**src/rtl/jamming_waveform_gen.sv**
```systemverilog
// Programmable jamming waveform source for the DAC sample bus: ramp-up, ramp-down,
// triangle and square sweeps, with new settings taking effect only on a sweep boundary.
module jamming_waveform_gen #(
  parameter int DW     = 14,
  parameter int STEP_W = 8,
  parameter int DIV_W  = 8
) (
  input  logic              clk,
  input  logic              rst_n,
  input  logic              en,
  input  logic              cfg_valid,
  output logic              cfg_ready,
  input  logic [1:0]        cfg_mode,
  input  logic [DW-1:0]     cfg_lo,
  input  logic [DW-1:0]     cfg_hi,
  input  logic [STEP_W-1:0] cfg_step,
  input  logic [DIV_W-1:0]  cfg_div,
  output logic [DW-1:0]     dac_data,
  output logic              sample_stb,
  output logic              sweep_start,
  output logic              toggle
);

  typedef enum logic [1:0] {
    MODE_UP   = 2'd0,
    MODE_DOWN = 2'd1,
    MODE_TRI  = 2'd2,
    MODE_SQR  = 2'd3
  } mode_e;

  localparam logic [DW-1:0] LO_RST = {1'b1, {(DW-1){1'b0}}};
  localparam logic [DW-1:0] HI_RST = {DW{1'b1}};

  // Active set
  mode_e             mode_q, mode_d;
  logic [DW-1:0]     lo_q, lo_d;
  logic [DW-1:0]     hi_q, hi_d;
  logic [STEP_W-1:0] step_q, step_d;
  logic [DIV_W-1:0]  div_q, div_d;

  // Pending bundle
  logic              pend_vld_q, pend_vld_d;
  mode_e             pend_mode_q, pend_mode_d;
  logic [DW-1:0]     pend_lo_q, pend_lo_d;
  logic [DW-1:0]     pend_hi_q, pend_hi_d;
  logic [STEP_W-1:0] pend_step_q, pend_step_d;
  logic [DIV_W-1:0]  pend_div_q, pend_div_d;

  // Waveform state
  logic [DIV_W-1:0]  pre_cnt_q, pre_cnt_d;
  logic [DW-1:0]     dac_q, dac_d;
  logic [DW-1:0]     ramp_q, ramp_d;
  logic              dir_down_q, dir_down_d;
  logic              stb_q, stb_d;
  logic              sweep_q, sweep_d;
  logic              toggle_q, toggle_d;

  // Next-sample datapath
  logic [DW:0]   s_ext, v_ext, r_ext, lo_ext, hi_ext;
  logic [DW:0]   v_up, r_up, lo_s, mid;
  logic [DW-1:0] nv, nr;
  logic          ndir, bnd;

  logic tick, accept, apply;

  always_comb begin
    s_ext  = (step_q == '0) ? (DW+1)'(1) : (DW+1)'(step_q);
    v_ext  = {1'b0, dac_q};
    r_ext  = {1'b0, ramp_q};
    lo_ext = {1'b0, lo_q};
    hi_ext = {1'b0, hi_q};
    v_up   = v_ext + s_ext;
    r_up   = r_ext + s_ext;
    lo_s   = lo_ext + s_ext;
    mid    = (lo_ext + hi_ext + (DW+1)'(1)) >> 1;

    nv   = dac_q;
    nr   = ramp_q;
    ndir = dir_down_q;
    bnd  = 1'b0;
    case (mode_q)
      MODE_UP: begin
        if (v_up > hi_ext) begin
          nv  = lo_q;
          bnd = 1'b1;
        end else begin
          nv = v_up[DW-1:0];
        end
      end
      MODE_DOWN: begin
        if (v_ext < lo_s) begin
          nv  = hi_q;
          bnd = 1'b1;
        end else begin
          nv = dac_q - s_ext[DW-1:0];
        end
      end
      MODE_TRI: begin
        if (!dir_down_q) begin
          if (v_up >= hi_ext) begin
            nv   = hi_q;
            ndir = 1'b1;
          end else begin
            nv = v_up[DW-1:0];
          end
        end else if (v_ext <= lo_s) begin
          nv   = lo_q;
          ndir = 1'b0;
          bnd  = 1'b1;
        end else begin
          nv = dac_q - s_ext[DW-1:0];
        end
      end
      MODE_SQR: begin
        // The hidden ramp sweeps like mode 0; the output snaps to lo/hi around mid.
        if (r_up > hi_ext) begin
          nr  = lo_q;
          bnd = 1'b1;
        end else begin
          nr = r_up[DW-1:0];
        end
        nv = ({1'b0, nr} < mid) ? lo_q : hi_q;
      end
      default: begin
      end
    endcase
  end

  // cfg handshake: a bundle transfers on any edge where cfg_valid && cfg_ready;
  // cfg_ready stays low from the transfer until the cycle after the bundle is applied.
  assign tick   = en && (pre_cnt_q == div_q);
  assign accept = cfg_valid && !pend_vld_q;
  assign apply  = pend_vld_q && (!en || (tick && bnd));

  always_comb begin
    mode_d      = mode_q;
    lo_d        = lo_q;
    hi_d        = hi_q;
    step_d      = step_q;
    div_d       = div_q;
    pend_vld_d  = pend_vld_q;
    pend_mode_d = pend_mode_q;
    pend_lo_d   = pend_lo_q;
    pend_hi_d   = pend_hi_q;
    pend_step_d = pend_step_q;
    pend_div_d  = pend_div_q;
    dac_d       = dac_q;
    ramp_d      = ramp_q;
    dir_down_d  = dir_down_q;
    toggle_d    = toggle_q;
    stb_d       = 1'b0;
    sweep_d     = 1'b0;

    if (!en || tick) begin
      pre_cnt_d = '0;
    end else begin
      pre_cnt_d = pre_cnt_q + DIV_W'(1);
    end

    if (accept) begin
      pend_vld_d  = 1'b1;
      pend_mode_d = mode_e'(cfg_mode);
      pend_lo_d   = cfg_lo;
      pend_hi_d   = (cfg_lo > cfg_hi) ? cfg_lo : cfg_hi;
      pend_step_d = cfg_step;
      pend_div_d  = cfg_div;
    end

    if (apply) begin
      mode_d     = pend_mode_q;
      lo_d       = pend_lo_q;
      hi_d       = pend_hi_q;
      step_d     = pend_step_q;
      div_d      = pend_div_q;
      pend_vld_d = 1'b0;
      pre_cnt_d  = '0;
      dac_d      = (pend_mode_q == MODE_DOWN) ? pend_hi_q : pend_lo_q;
      ramp_d     = pend_lo_q;
      dir_down_d = 1'b0;
      if (en) begin
        stb_d    = 1'b1;
        sweep_d  = 1'b1;
        toggle_d = ~toggle_q;
      end
    end else if (tick) begin
      dac_d      = nv;
      ramp_d     = nr;
      dir_down_d = ndir;
      toggle_d   = ~toggle_q;
      stb_d      = 1'b1;
      sweep_d    = bnd;
    end
  end

  always_ff @(posedge clk or negedge rst_n) begin
    if (!rst_n) begin
      mode_q      <= MODE_UP;
      lo_q        <= LO_RST;
      hi_q        <= HI_RST;
      step_q      <= STEP_W'(1);
      div_q       <= '0;
      pend_vld_q  <= 1'b0;
      pend_mode_q <= MODE_UP;
      pend_lo_q   <= '0;
      pend_hi_q   <= '0;
      pend_step_q <= '0;
      pend_div_q  <= '0;
      pre_cnt_q   <= '0;
      dac_q       <= LO_RST;
      ramp_q      <= LO_RST;
      dir_down_q  <= 1'b0;
      stb_q       <= 1'b0;
      sweep_q     <= 1'b0;
      toggle_q    <= 1'b0;
    end else begin
      mode_q      <= mode_d;
      lo_q        <= lo_d;
      hi_q        <= hi_d;
      step_q      <= step_d;
      div_q       <= div_d;
      pend_vld_q  <= pend_vld_d;
      pend_mode_q <= pend_mode_d;
      pend_lo_q   <= pend_lo_d;
      pend_hi_q   <= pend_hi_d;
      pend_step_q <= pend_step_d;
      pend_div_q  <= pend_div_d;
      pre_cnt_q   <= pre_cnt_d;
      dac_q       <= dac_d;
      ramp_q      <= ramp_d;
      dir_down_q  <= dir_down_d;
      stb_q       <= stb_d;
      sweep_q     <= sweep_d;
      toggle_q    <= toggle_d;
    end
  end

  assign cfg_ready   = ~pend_vld_q;
  assign dac_data    = dac_q;
  assign sample_stb  = stb_q;
  assign sweep_start = sweep_q;
  assign toggle      = toggle_q;

endmodule

```
**config.mk**
```make
export PLATFORM = sky130hd
export DESIGN_NAME = jamming_waveform_gen
export DESIGN_NICKNAME = d
export VERILOG_FILES = /design/src/rtl/jamming_waveform_gen.sv
export SDC_FILE = /design/constraint.sdc
export NUM_CORES = 1
export LEC_CHECK = 0
export ABC_AREA = 1
export CAP_MARGIN = 20
export CORE_MARGIN = 5
export CORE_UTILIZATION = 41
export DETAILED_ROUTE_END_ITERATION = 10
export PLACE_DENSITY = 0.71
export SYNTH_ARGS = -nofsm -noshare
export SYNTH_HDL_FRONTEND = slang
export SYNTH_SLANG_ARGS = --single-unit
export TNS_END_PERCENT = 10
```
**constraint.sdc**
```tcl
create_clock -name clk -period 7.3 [get_ports clk]
set_clock_uncertainty 0.1 [all_clocks]
set_input_delay 2.19 -clock clk [delete_from_list [all_inputs] [get_ports clk]]
set_output_delay 2.19 -clock clk [all_outputs]
set_load 0.03 [all_outputs]
```
==> metrics.yaml <==
nets: 1769
antenna_found_initial: 0
reg2regPathDepth: 34
num_rows: 60
slew_viol_final: 0
r2r_end: "dac_data[4]$_DFFE_PN0P_"
yosys-top-cells-count: "404 x nand2_1, 170 x inv_1, 162 x o21ai_0"
port_buffers: 67
place_area_um2: 12000
grt_max_degree: 76
start_util_pct: 41.4
holdCritPathClass: "reg2reg"
async_flop_share_pct: 100
coreArea_um2: 26900
mappedNetlistArea_um2: 11100
synth_nets: 1732
worstHoldStart: "pend_div_q[7]$_DFFE_PN0P_"
fin_crit_sh_pct: 87.9
grt_pass1_vias: 10556
vias: 10888
cp.arrival_ns: 6.69
area_growth_pct: 13.2
clock_latency_ns: 0.43
setup_viol: 0
die_width_um: 175
clk_pin_slew_worst_paths_ns: 0.06
grt-ovfl-total: 0
cts_tree: "done"
h-tree-depth: 4
critPathMaxStageDelay_ns: 0.55
cp-start-kind: "register"
synth-edff-count: 0
cp_max_fo: 17
dp_hpwl_um: 27700
avgViaCountPerCell: 5.58
synth-main-ff-cell: "dfrtp_1"
yosys.area.top_type: "dfrtp_1"
synth_warnings: 0
num_antenna_cells: 0
synth_top_cell_area_share_pct: 25.9
grt_pass1_wl_um: 56900
synth-seq-area-share_pct: 30.1
relSlewSlack_pct: 39.1
synthMostInstantiatedCell: "nand2_1"
tns_ns: 0
clk_root_buffer_cell: "clkbuf_16"
hold_buffers: 0
fin_area_um2: 12600
die-area_um2: 30500
whs_path_depth: 2
hold_viol: 0
synth_seq_cells: 133
dr.first_iter.drc_count: 1142
gp_congestion: 1.01
cp-end-kind: "register"
fmax_mhz: 156
drive_gt1_share_pct: 6.27
ant_nets: 0
clock_sinks: 133
rr_startpoint: "step_q[1]$_DFFE_PN0P_"
cap_violations: 0
synth_cell_types: 53
post_cts_resized: 0
drt_wl_total_um: 35100
cts_inserted_buffers: 17
path_class: "reg2reg"
post-cts-setup-buffer-count: 0
fin_crit_ns: 6.42
track_usage_pct: 23.1
reg2reg_slack_ns: 0.88
synth_area_leaders: "dfrtp_1 26%, nand2_1 14%, ha_1 13%"
io_pins: 68
critPathSlowestCell: "dfrtp_1"
drtPass1Iterations: 5
avgSynthCellArea_um2: 7.13
hold_end: "div_q[7]$_DFFE_PN0P_"
die_h_um: 175
path_common_cell: "nand2_1"
drcViolationCount: 0
worstMarginPinSlew_ns: 0.910
avgRoutedWirePerCell_um: 18.0
status: "completed"
syn_inst: 1562
worstPathRequired_ns: 7.57
clock_path_buffers: 2
rsz0062_at_grt: "false"
-- critical path, delay by kind of cell, from the launching register on --
| family | cells | cell delay (ns) |
|---|---|---|
| adder cells (fa/ha/maj) | 3 | 0.83 |
| buffers and inverters | 1 | 0.21 |
| XOR/XNOR | 1 | 0.11 |
| AND/OR/NAND/NOR | 24 | 2.96 |
| flip-flops | 1 | 0.55 |
| AO/OA/AOI/OAI | 5 | 1.57 |
-- cell usage in the layout, fill, tap and decap left out, drive strengths merged, types with 16 or more instances in the layout --
cell type,netlist,routed
a21oi,120,120
clkbuf,39,22
clkdlybuf4s50,0,66
dfrtp,115,115
dfstp,18,18
ha,115,115
inv,182,184
nand2,411,411
nand3,114,114
nand4,26,26
nor2,84,84
nor3,16,16
o21ai,176,176
xnor2,21,21
xor2,42,42
-- final cells by class --
cell class / instances / area [um^2]
clock buffer: 22 / 464
clock inverter: 10 / 98.8
fill: 2712 / 14300
inverter: 184 / 691
multi-input combinational: 1184 / 6810
sequential: 133 / 3350
tap: 341 / 427
timing repair buffer: 79 / 762
-- worst max path at each step --
stage	startpoint	endpoint	slack, ns	depth (start not counted)
after floorplan	step_q[1]$_DFFE_PN0P_	dac_data[9]$_DFFE_PN0P_	2.12	34
final	step_q[1]$_DFFE_PN0P_	dac_data[4]$_DFFE_PN0P_	0.88	34
after global routing	step_q[1]$_DFFE_PN0P_	dac_data[9]$_DFFE_PN0P_	0.22	34
after global placement	step_q[1]$_DFFE_PN0P_	step_q[6]$_DFFE_PN0P_	1.21	32
after CTS	step_q[1]$_DFFE_PN0P_	dac_data[4]$_DFFE_PN0P_	1.03	34
after detailed placement	step_q[1]$_DFFE_PN0P_	dac_data[4]$_DFFE_PN0P_	1.08	34
-- metal layers --
metal	up-vias	track usage (%)	wire, um
li1	5265	-	-
met1	5079	33.5	16000
met2	490	34.2	14800
met3	54	5.47	3610
met4	0	6.71	746
met5	-	0	0
-- per-stage QoR --
stage / utilization [%] / worst slack [ns] / hold slack [ns] / cells
5_1_grt: 46.9 / 0.216 / 0.406 / 1953
3_3_place_gp: 44.8 / 1.21 / 0.364 / 1921
3_5_place_dp: 44.8 / 1.08 / 0.364 / 1921
4_1_cts: 46.9 / 1.03 / 0.379 / 1953
2_1_floorplan: - / 2.12 / 0.342 / 1562
6_report: 46.9 / 0.881 / 0.376 / 1953
-- sequential cells by signal, indices dropped and copies added (netlist names) --
signal       cells
dac_data        14
hi_q            14
lo_q            14
pend_hi_q       14
pend_lo_q       14
ramp_q          14
div_q            8
pend_div_q       8
pend_step_q      8
pre_cnt_q        8
step_q           8
mode_q           2
pend_mode_q      2
dir_down_q       1
pend_vld_q       1
sample_stb       1
sweep_start      1
toggle           1
-- logic make-up (layout without fill, tap and decap cells) --
group           Yosys count  in the layout  synth area share (%)
compound gates          339            339                  16.8
flops                   133            133                  30.1
buf+inv                 245            295                  8.83
fa+ha+maj               120            120                  13.8
simple gates            662            662                  25.5
xor+xnor                 63             63                  4.96
Power is left out: the tool's default activity adds up to more than one toggle a clock period on the data nets, which glitch-free logic cannot reach.
